[config.mk]
export PLATFORM = sky130hd
export DESIGN_NAME = mcu_bus_initiator
export DESIGN_NICKNAME = d
export VERILOG_FILES = /design/src/rtl/mcu_bus_initiator.sv
export SDC_FILE = /design/constraint.sdc
export NUM_CORES = 1
export LEC_CHECK = 0
export CORE_MARGIN = 1.5
export CORE_UTILIZATION = 56
export CTS_CLUSTER_DIAMETER = 80
export DETAILED_ROUTE_END_ITERATION = 6
export MAX_ROUTING_LAYER = met4
export PLACE_DENSITY_LB_ADDON = 0.2
export SETUP_SLACK_MARGIN = 0.2
export SYNTH_ARGS = -nofsm -noshare
export SYNTH_HDL_FRONTEND = slang
export SYNTH_SLANG_ARGS = --single-unit
[constraint.sdc]
create_clock -name system_clock -period 3.95 [get_ports system_clock]
set_input_delay 0.9875 -clock system_clock [delete_from_list [all_inputs] [get_ports system_clock]]
set_output_delay 0.9875 -clock system_clock [all_outputs]
set_load 0.005 [all_outputs]
[src/rtl/mcu_bus_initiator.sv]
// Host-side master for the 8-bit MCU parallel bus: turns one local request at a
// time into strobed bus beats and, for GET_ID, reads back the responder's ID byte.
module mcu_bus_initiator #(
   parameter int         HALF_PERIOD      = 2,
   parameter int         TURNAROUND_BEATS = 2,
   parameter logic [7:0] CMD_GET_ID       = 8'h01,
   parameter logic [7:0] CMD_SET_ADDRESS  = 8'h02
) (
   input  logic        system_clock,
   input  logic        reset_n,
   input  logic        req_valid,
   output logic        req_ready,
   input  logic [1:0]  req_kind,
   input  logic [31:0] req_address,
   input  logic [7:0]  req_data,
   output logic        rsp_valid,
   output logic [7:0]  rsp_data,
   output logic        busy,
   output logic        bus_clock,
   output logic        bus_command_data,
   output logic [7:0]  bus_out,
   output logic        bus_oe,
   input  logic [7:0]  bus_in
);

   // Handshake: a request transfers on any rising edge where req_valid and
   // req_ready are both high; req_* are latched there and later changes are ignored.

   typedef enum logic [1:0] {S_IDLE, S_BEAT_LOW, S_BEAT_HIGH} state_t;

   localparam logic [1:0] K_GET_ID      = 2'd0;
   localparam logic [1:0] K_SET_ADDRESS = 2'd1;
   localparam logic [1:0] K_WRITE_DATA  = 2'd2;

   localparam int            PW          = (HALF_PERIOD > 1) ? $clog2(HALF_PERIOD) : 1;
   localparam logic [PW-1:0] PHASE_LAST  = PW'(HALF_PERIOD - 1);
   localparam logic [2:0]    TA_LAST     = 3'(TURNAROUND_BEATS);
   localparam logic [2:0]    GET_ID_LAST = 3'(TURNAROUND_BEATS + 1);

   state_t        state_q, state_d;
   logic [PW-1:0] phase_q, phase_d;
   logic [2:0]    beat_q, beat_d;
   logic [1:0]    kind_q, kind_d;
   logic [31:0]   addr_q, addr_d;
   logic [7:0]    data_q, data_d;
   logic          ready_q, ready_d;
   logic          busy_q, busy_d;
   logic          rsp_valid_q, rsp_valid_d;
   logic [7:0]    rsp_data_q, rsp_data_d;
   logic          bclk_q, bclk_d;
   logic          cd_q, cd_d;
   logic [7:0]    out_q, out_d;
   logic          oe_q, oe_d;

   logic [1:0]  sel_kind;
   logic [2:0]  sel_beat;
   logic [31:0] sel_addr;
   logic [7:0]  sel_data;
   logic        nx_cd, nx_oe;
   logic [7:0]  nx_out;
   logic        last_beat;

   // Content of the beat about to start: beat 0 from the live request, else the next beat.
   always_comb begin
      if (state_q == S_IDLE) begin
         sel_kind = req_kind;
         sel_beat = 3'd0;
         sel_addr = req_address;
         sel_data = req_data;
      end else begin
         sel_kind = kind_q;
         sel_beat = beat_q + 3'd1;
         sel_addr = addr_q;
         sel_data = data_q;
      end
      nx_cd  = 1'b0;
      nx_oe  = 1'b1;
      nx_out = 8'h00;
      case (sel_kind)
         K_GET_ID: begin
            if (sel_beat == 3'd0) begin
               nx_out = CMD_GET_ID;
            end else if (sel_beat <= TA_LAST) begin
               nx_oe = 1'b0;
            end else begin
               nx_cd = 1'b1;
               nx_oe = 1'b0;
            end
         end
         K_SET_ADDRESS: begin
            case (sel_beat)
               3'd0:    nx_out = CMD_SET_ADDRESS;
               3'd1:    begin nx_cd = 1'b1; nx_out = sel_addr[31:24]; end
               3'd2:    begin nx_cd = 1'b1; nx_out = sel_addr[23:16]; end
               3'd3:    begin nx_cd = 1'b1; nx_out = sel_addr[15:8];  end
               default: begin nx_cd = 1'b1; nx_out = sel_addr[7:0];   end
            endcase
         end
         K_WRITE_DATA: begin
            nx_cd  = 1'b1;
            nx_out = sel_data;
         end
         default: nx_out = sel_data;
      endcase
   end

   always_comb begin
      last_beat = 1'b1;
      case (kind_q)
         K_GET_ID:      last_beat = (beat_q == GET_ID_LAST);
         K_SET_ADDRESS: last_beat = (beat_q == 3'd4);
         default:       last_beat = 1'b1;
      endcase
   end

   always_comb begin
      state_d     = state_q;
      phase_d     = phase_q;
      beat_d      = beat_q;
      kind_d      = kind_q;
      addr_d      = addr_q;
      data_d      = data_q;
      ready_d     = ready_q;
      busy_d      = busy_q;
      rsp_valid_d = 1'b0;
      rsp_data_d  = rsp_data_q;
      bclk_d      = bclk_q;
      cd_d        = cd_q;
      out_d       = out_q;
      oe_d        = oe_q;
      case (state_q)
         S_IDLE: begin
            if (req_valid && ready_q) begin
               state_d = S_BEAT_LOW;
               phase_d = '0;
               beat_d  = 3'd0;
               kind_d  = req_kind;
               addr_d  = req_address;
               data_d  = req_data;
               ready_d = 1'b0;
               busy_d  = 1'b1;
               bclk_d  = 1'b0;
               cd_d    = nx_cd;
               out_d   = nx_out;
               oe_d    = nx_oe;
            end
         end
         S_BEAT_LOW: begin
            if (phase_q == PHASE_LAST) begin
               state_d = S_BEAT_HIGH;
               phase_d = '0;
               bclk_d  = 1'b1;
            end else begin
               phase_d = phase_q + PW'(1);
            end
         end
         S_BEAT_HIGH: begin
            if (phase_q != PHASE_LAST) begin
               phase_d = phase_q + PW'(1);
            end else if (last_beat) begin
               state_d = S_IDLE;
               phase_d = '0;
               ready_d = 1'b1;
               busy_d  = 1'b0;
               bclk_d  = 1'b0;
               cd_d    = 1'b0;
               out_d   = 8'h00;
               oe_d    = 1'b0;
               if (kind_q == K_GET_ID) begin
                  rsp_valid_d = 1'b1;
                  rsp_data_d  = bus_in;
               end
            end else begin
               state_d = S_BEAT_LOW;
               phase_d = '0;
               beat_d  = beat_q + 3'd1;
               bclk_d  = 1'b0;
               cd_d    = nx_cd;
               out_d   = nx_out;
               oe_d    = nx_oe;
            end
         end
         default: state_d = S_IDLE;
      endcase
   end

   always_ff @(posedge system_clock or negedge reset_n) begin
      if (!reset_n) begin
         state_q     <= S_IDLE;
         phase_q     <= '0;
         beat_q      <= 3'd0;
         kind_q      <= 2'd0;
         addr_q      <= 32'd0;
         data_q      <= 8'd0;
         ready_q     <= 1'b1;
         busy_q      <= 1'b0;
         rsp_valid_q <= 1'b0;
         rsp_data_q  <= 8'd0;
         bclk_q      <= 1'b0;
         cd_q        <= 1'b0;
         out_q       <= 8'd0;
         oe_q        <= 1'b0;
      end else begin
         state_q     <= state_d;
         phase_q     <= phase_d;
         beat_q      <= beat_d;
         kind_q      <= kind_d;
         addr_q      <= addr_d;
         data_q      <= data_d;
         ready_q     <= ready_d;
         busy_q      <= busy_d;
         rsp_valid_q <= rsp_valid_d;
         rsp_data_q  <= rsp_data_d;
         bclk_q      <= bclk_d;
         cd_q        <= cd_d;
         out_q       <= out_d;
         oe_q        <= oe_d;
      end
   end

   assign req_ready        = ready_q;
   assign busy             = busy_q;
   assign rsp_valid        = rsp_valid_q;
   assign rsp_data         = rsp_data_q;
   assign bus_clock        = bclk_q;
   assign bus_command_data = cd_q;
   assign bus_out          = out_q;
   assign bus_oe           = oe_q;

endmodule
# ---- Yosys cells after proc, flatten, opt, wreduce, memory -nomap -nowiden
# Index checks and enable logic that the tools add are counted.
dict set report word_totals {
  reg_bits 70
  latch_bits 0
  ramBits 0
  rom_bits 0
  out_inout_bits 22
  wordCells 101
  mem_count 0
}
dict set report classes {
  add_sub_neg 2
  mul 0
  div_mod_pow 0
  magnitude_cmp 1
  n_eq_ne 15
  shifts 0
  n_mux 52
  bitwise 0
  n_reduce_logical 17
}
# operator n
set op_table {}
lappend op_table {{2-to-1 mux 32 bit} 1}
lappend op_table {{2-to-1 mux 8 bit} 4}
lappend op_table {{case mux 8 bit (2 select lines)} 2}
lappend op_table {{case mux 8 bit (4 select lines)} 1}
lappend op_table {{2-to-1 mux 1 bit} 26}
lappend op_table {{AND reduction 4 bit} 4}
lappend op_table {{2-to-1 mux 3 bit} 4}
lappend op_table {{case mux 1 bit (2 select lines)} 6}
lappend op_table {{== test 3 x 2 -> 1 bit (second input constant)} 3}
lappend op_table {{2-to-1 mux 2 bit} 4}
lappend op_table {{inequality test 2 bit (second input constant)} 4}
lappend op_table {{== test 2 x 1 -> 1 bit (second input constant)} 3}
lappend op_table {{zero test 2 bit} 3}
lappend op_table {{case mux 1 bit (3 select lines)} 2}
lappend op_table {{case mux 2 bit (3 select lines)} 1}
lappend op_table {{case mux 3 bit (2 select lines)} 1}
lappend op_table {{AND reduction 3 bit} 2}
lappend op_table {{== test 2 bit (second input constant)} 2}
lappend op_table {{AND reduction 2 bit} 2}
lappend op_table {{nonzero test 2 bit} 2}
lappend op_table {{adder 3 x 1 -> 3 bit (second input constant)} 1}
lappend op_table {{== test 3 x 1 -> 1 bit (second input constant)} 1}
lappend op_table {{== test 3 bit (second input constant)} 1}
lappend op_table {{less-or-equal comparator 3 x 2 -> 1 bit (second input constant)} 1}
lappend op_table {{other kinds (6)} 6}

# ---- Logic depth before layout (Yosys ltp)
# Gate-level depths: netlist of run 1.
dict set report logic_depth {
  depth_word 9
  mapped_depth 9
  ltp_nobuf 6
}

# ---- Least setup slack after synthesis of run 1
# OpenSTA, ideal clock, no wires.
dict set report synth_path {
  kind {reg-to-reg}
  from {reg state_q[0]}
  to {reg out_q[0] (netlist: bus_out[0])}
  arrival_time_ps 2019
  required_ps 3814
  setup_slack_ps 1795
  stages_incl_launch_ff 8
  path_buffers 2
  path_cell_list {dfrtp_1 > inv_1 > ha_1 > clkbuf_1 > buf_1 > mux2_2 > a2111oi_0 > o211ai_1}
}
dict set report synth_via {
  elab_chain_len 8
}
# element line
set synth_rtl {}
lappend synth_rtl {{start: declaration} 40} ;# state_t state_q, state_d;
lappend synth_rtl {{start signal: assignment} 204} ;# state_q <= state_d;
lappend synth_rtl {{zero test 2 bit} {65, 131}}
lappend synth_rtl {{2-to-1 mux 3 bit} 65} ;# if (state_q == S_IDLE) begin
lappend synth_rtl {{== test 3 x 2 -> 1 bit, or another cell as far along} 91} ;# case (sel_beat)
lappend synth_rtl {{case mux 8 bit (4 select lines) or 2-to-1 mux 1 bit (tied branches)} {91, 81}}
lappend synth_rtl {{case mux 8 bit (2 select lines)} 79} ;# case (sel_kind)
lappend synth_rtl {{2-to-1 mux 8 bit} 160} ;# end else if (last_beat) begin
lappend synth_rtl {{2-to-1 mux 8 bit} 158} ;# if (phase_q != PHASE_LAST) begin
lappend synth_rtl {{case mux 8 bit (2 select lines)} 131} ;# case (state_q)
lappend synth_rtl {{end signal: assignment} 216} ;# out_q <= out_d;
lappend synth_rtl {{end: declaration} 52} ;# logic [7:0] out_q, out_d;
# Several ways; a longest one is shown, not always the timed one. The select of a mux whose other input is x is not followed.
# A chain may end at the register's enable or synchronous reset.

# ---- Final worst setup path of run 1
dict set report layout_path {
  from {reg state_q[0]}
  to {reg out_q[3] (netlist: bus_out[3])}
}
dict set report layout_via {
  elab_chain_len 8
}
# element line
set layout_rtl {}
lappend layout_rtl {{zero test 2 bit} {65, 131}}
lappend layout_rtl {{2-to-1 mux 3 bit} 65}
lappend layout_rtl {{== test 3 x 2 -> 1 bit, or another cell as far along} 91}
lappend layout_rtl {{case mux 8 bit (4 select lines)} 91}
lappend layout_rtl {{case mux 8 bit (2 select lines)} 79}
lappend layout_rtl {{2-to-1 mux 8 bit} 160}
lappend layout_rtl {{2-to-1 mux 8 bit} 158}
lappend layout_rtl {{case mux 8 bit (2 select lines)} 131}
# Several ways; a longest one is shown, not always the timed one. The select of a mux whose other input is x is not followed.

==> flow_summary.json, run 1 <==
{
  "drtIter0Drc": 168,
  "cap_violations": 0,
  "post-synth-top-count-cell": "dfrtp_1",
  "rows": 29,
  "required_ps": 4190,
  "synth-edff-count": 0,
  "seq_area_sq_um": 1753,
  "hold_class": "flop to flop",
  "initial_core_util_pct": 58.93,
  "yosys-top-cells-count": "dfrtp_1, mux2_2, mux2i_1, nand2_1, clkbuf_1",
  "core_area_sq_um": 6422,
  "overflow": 0,
  "slew_headroom_pct": 41.07,
  "syn_inst": 324,
  "period_minus_slack_ps": 2773,
  "clk_latency_ps": 350,
  "drc": 5,
  "antenna_left": 0,
  "drt_wl_total_mm": 8.746,
  "failed_checks": "DRC",
  "setup_tns_ps": 0,
  "synth_top_area_share_pct": 45.62,
  "tightest_slew_ps": 875.9,
  "postSynth.asyncResetShare_pct": 100.0,
  "cts_hold_buf": 0,
  "fmax_mhz": 360.7,
  "tritoncts": "yes",
  "wl_per_cell_um": 18.37,
  "dp_hpwl_mm": 6.318,
  "gp_congestion": 0.8954,
  "whs_ps": 487.4,
  "power.density_nw_per_um2": 287.1,
  "setup.worst_path.class": "flop to flop",
  "worstPathMaxFanout": 17,
  "end_kind": "flop",
  "grt_pass1_wl_mm": 14.72,
  "grt_pass1_vias": 3019,
  "seq_area_frac_synth_pct": 46.31,
  "ctsRootBufferMaster": "clkbuf_8",
  "leakage_nw": 2.243,
  "synth_cell_type_count": 49,
  "synthTopCellsByArea": "dfrtp_1, mux2_2, mux2i_1",
  "die_h_um": 85.21,
  "portBuffers": 74,
  "grt.total_usage_pct": 26.88,
  "die_x_um": 85.21,
  "clk_pin_slew_worst_paths_ps": 80,
  "hold_viol_final": 0,
  "yosysTopAreaCell": "dfrtp_1",
  "routed_via_density": 6.183,
  "fin_crit_sh_pct": 70.20,
  "rsz0062_at_grt": "false",
  "antenna_cells": 0,
  "num-fill-cells": 464,
  "final_nets": 453,
  "layout-drive-gt1-share_pct": 24.56,
  "htree_levels": 3,
  "post_cts_resized": 0,
  "status": "complete, but fails checks",
  "yosysWarnings": 0,
  "ir_worst_vdd_v": 0.0002239,
  "setup_viol": 0,
  "worstSetupStartpointType": "flop",
  "slew_violations": 0,
  "yosys_register_bits": 70,
  "cts_buffers": 9,
  "drt_pass1_iterations": 6,
  "postCtsSetupBuffers": 0,
  "syn_to_final_growth_pct": 25.52,
  "clock-skew-final_ps": 11.09,
  "io_pins": 75,
  "antenna_found_initial": 0,
  "multiInputGateArea_sq_um": 1901,
  "via_count": 2943,
  "critPathArrivalTime_ps": 3010,
  "clock_path_buffers": 2,
  "synth_area_sq_um": 3785,
  "syn_nets": 383,
  "die_area_sq_um": 7261,
  "cts.sinks": 70,
  "synth_ff_type": "dfrtp_1",
  "postSynthAreaPerCell_sq_um": 11.68,
  "grt_max_degree": 38
}
==> layer usage <==
layer | wire length (um) | track usage, % | vias to the layer above
met4 | 215 | 11.48 | 0
met2 | 4326 | 42.14 | 86
met5 | 0 | - | -
met1 | 3846 | 34.17 | 1459
met3 | 357 | 5.350 | 22
li1 | - | - | 1376
==> cell type report <==
cell class	instances	share of cell area, %
well taps	77	2.028
clock buffers	10	2.897
inverters	10	0.7901
repair buffers	80	16.43
clock inverters	6	0.9481
flip-flops and latches	70	36.90
multi-input cells	223	40.01
==> per-stage QoR <==
step	worst slack [ps]	util [%]	instances	cell area, sq um	total power [mW]
after floorplan	1795	-	324	3785	0.7592
after global placement	1095	71.13	460	4568	0.8452
after detailed placement	972.6	71.13	460	4568	0.8468
after CTS	1167	73.97	476	4751	1.373
after global routing	968.3	73.97	476	4751	1.414
final	1177	73.97	476	4751	1.364
==> final timing paths <==
| path | from | endpoint | slack [ps] | cells after the start |
|---|---|---|---|---|
| max | state_q[0] | bus_out[3] | 1180 | 6 |
| min reg2reg | bus_oe | bus_oe | 490 | 2 |
| max in group asynchronous | reset_n | req_ready | 2900 | 2 |
| max reg2reg | state_q[0] | bus_out[3] | 1180 | 6 |
| min in group asynchronous | reset_n | addr_q[22] | 670 | 2 |
| min | bus_oe | bus_oe | 490 | 2 |
==> flip-flops by register name, summed over array words and instances, names as in the netlist <==
register / flops
busy: 1
bus_out: 8
bus_clock: 1
beat_q: 3
state_q: 2
data_q: 8
phase_q: 1
bus_oe: 1
kind_q: 2
addr_q: 32
bus_command_data: 1
req_ready: 1
rsp_valid: 1
rsp_data: 8
==> worst max-delay path, cell delays in order (launching register included) <==
cell	delay [ps]
dfrtp_1	410
inv_1	130
ha_1	580
nand3_2	470
a221oi_1	450
nand2_1	260
o311ai_1	380
==> power breakdown <==
part	total, mW	internal [mW]	switching, mW
Sequential	0.723	0.720	0.00231
Combinational	0.109	0.0691	0.0401
Clock	0.532	0.248	0.284
Total	1.36	1.04	0.327
==> cell families (layout without fill, tap and decap cells) <==
group | after synthesis | after routing | synth area share, %
buf+inv | 31 | 106 | 3.669
flops | 70 | 70 | 46.31
xor+xnor | 2 | 2 | 0.4629
simple gates | 70 | 70 | 10.48
mux | 85 | 85 | 25.42
compound gates | 60 | 60 | 11.67
fa+ha+maj | 6 | 6 | 1.983
==> cells in the final DEF, fill, tap and decap left out, drive strengths merged, types with 6 or more instances in the layout <==
master	count
nor3	8
nand2	18
o311ai	7
buf	7
mux2i	20
o21ai	11
clkbuf	10
inv	12
a2111oi	8
clkdlybuf4s50	73
mux2	65
nand4	7
o22ai	7
ha	6
nor4	10
dfrtp	69
Note: power is estimated with default switching activity, not from simulation.
==> run 2: changes to the inputs <==
--- a/config.mk
+++ b/config.mk
@@ -6,7 +6,7 @@
 export NUM_CORES = 1
 export LEC_CHECK = 0
 export CORE_MARGIN = 1.5
-export CORE_UTILIZATION = 56
+export CORE_UTILIZATION = 52
 export CTS_CLUSTER_DIAMETER = 80
 export DETAILED_ROUTE_END_ITERATION = 6
 export MAX_ROUTING_LAYER = met4
==> constraint.sdc (replaced) <==
create_clock -name system_clock -period 2.9 [get_ports system_clock]
set_input_delay 0.725 -clock system_clock [delete_from_list [all_inputs] [get_ports system_clock]]
set_output_delay 0.725 -clock system_clock [all_outputs]
set_load 0.005 [all_outputs]
==> flow_summary.json, run 2 (synthesis gave the netlist of run 1 again) <==
{
  "status": "complete, no violations",
  "grt.total_usage_pct": 25.99,
  "placedCellCount": 483,
  "layout_common_cells": "clkdlybuf4s50_1, dfrtp_1, mux2_2",
  "hold_class": "input pin to async pin",
  "reg2reg_depth": 7,
  "whs_ps": 384.4,
  "layout_commonest_cell": "clkdlybuf4s50_1",
  "critPathArrivalTime_ps": 2680,
  "fmax_mhz": 404.8,
  "cts_hold_buf": 0,
  "rsz0062_at_grt": "false",
  "slew_headroom_pct": 55.11,
  "num-fill-cells": 518,
  "grt_pass1_wl_mm": 14.75,
  "power.density_nw_per_um2": 432.6,
  "cts.sinks": 70,
  "clk_pin_slew_worst_paths_ps": 80,
  "layout-drive-gt1-share_pct": 25.56,
  "required_ps": 3110,
  "clock-skew-final_ps": 4.362,
  "regToRegSetupSlack_ps": 430,
  "leakage_nw": 2.301,
  "drt_pass1_iterations": 4,
  "r2r_end": "bus_out[5]",
  "end_kind": "flop",
  "cap_violations": 0,
  "slew_violations": 0,
  "drtIter0Drc": 271,
  "htree_levels": 3,
  "syn_to_final_growth_pct": 29.19,
  "antenna_found_initial": 0,
  "worstSetupStartpointType": "flop",
  "antenna_cells": 0,
  "dp_hpwl_mm": 6.435,
  "grt_pass1_vias": 3065,
  "worstPathMaxFanout": 21,
  "die_x_um": 88.32,
  "initial_core_util_pct": 54.80,
  "portBuffers": 74,
  "hold_viol_final": 0,
  "regMostFlops": "addr_q",
  "final_nets": 457,
  "gp_congestion": 0.8426,
  "io_pins": 75,
  "cts_buffers": 9,
  "drt_wl_total_mm": 9.072,
  "worstReg2RegStart": "state_q[0]",
  "drc": 0,
  "period_minus_slack_ps": 2470,
  "antenna_left": 0,
  "ir_worst_vdd_v": 0.0003990,
  "grt_max_degree": 71,
  "clock_path_buffers": 2,
  "tritoncts": "yes",
  "largest_reg_flops": 32,
  "core_area_sq_um": 6907,
  "clk_latency_ps": 350,
  "routed_via_density": 6.032,
  "wl_per_cell_um": 18.18,
  "post_cts_resized": 0,
  "setup_tns_ps": 0,
  "overflow": 0,
  "postCtsSetupBuffers": 0,
  "tightest_slew_ps": 656.4,
  "rows": 30,
  "die_area_sq_um": 7800,
  "ctsRootBufferMaster": "clkbuf_8",
  "fin_crit_sh_pct": 85.19,
  "setup.worst_path.class": "flop to flop",
  "setup_viol": 0,
  "fin_cells": 499,
  "die_h_um": 88.32,
  "via_count": 3010
}
-- run 2: cell count changes in the layout (fill, tap and decap cells not counted), sizes merged --
cell / before / now
clkinvlp: 3 / 1
clkbuf: 10 / 11
buf: 7 / 11
bufinv: 0 / 3
inv: 12 / 10
-- run 2: routing by layer --
layer / up-vias / routed length (um) / global-route usage [%]
met3: 26 / 418 / 3.918
met5: - / 0 / -
met1: 1491 / 3731 / 31.05
li1: 1386 / - / -
met2: 107 / 4625 / 42.96
met4: 0 / 297 / 12.93
-- run 2: how the worst max path moves through the flow --
| stage | start | endpoint | slack (ps) | cells past startpoint |
|---|---|---|---|---|
| 6_report | state_q[0] | bus_out[5] | 430 | 7 |
| 5_1_grt | state_q[0] | bus_out[4] | 260 | 6 |
| 4_1_cts | state_q[0] | bus_out[5] | 360 | 8 |
| 3_5_place_dp | req_valid | beat_q[2] | 370 | 5 |
| 3_3_place_gp | req_valid | bus_out[0] | 410 | 6 |
| 2_1_floorplan | state_q[0] | bus_out[0] | 740 | 7 |
-- run 2: layout make-up --
class / instances / area [sq um] / share of cell area [%]
clock buffer: 11 / 141.4 / 2.892
clock inverter: 5 / 106.4 / 2.175
inverter: 10 / 37.54 / 0.7677
multi-input combinational: 223 / 1908 / 39.02
sequential: 70 / 1753 / 35.85
tap: 96 / 120.1 / 2.456
timing repair buffer: 84 / 823.3 / 16.84
-- run 2: per-stage QoR --
| stage | worst slack [ps] | util (%) | total power, mW | cell area [sq um] |
|---|---|---|---|---|
| floorplan | 745.0 | - | 1.034 | 3785 |
| finish | 429.5 | 70.80 | 2.115 | 4890 |
| global placement | 413.3 | 67.10 | 1.154 | 4634 |
| detailed placement | 374.5 | 67.10 | 1.156 | 4634 |
| CTS | 362.4 | 70.69 | 2.130 | 4882 |
| global route | 256.0 | 70.80 | 2.183 | 4890 |
-- run 2: critical path, cell delays in order, from the launching register on --
cell and delay [ps]:
dfrtp_1 410, inv_1 140, ha_2 530, buf_4 270, mux2i_1 220, nor3_1 70, a2111oi_0 540, o311ai_1 150
-- run 2: report_power, final --
part / total [mW] / switching [mW] / internal (mW) / leakage [nW]
clock: 0.980 / 0.383 / 0.597 / 0.120
sequential: 0.984 / 0.00316 / 0.981 / 0.956
combinational: 0.152 / 0.0563 / 0.0953 / 1.23
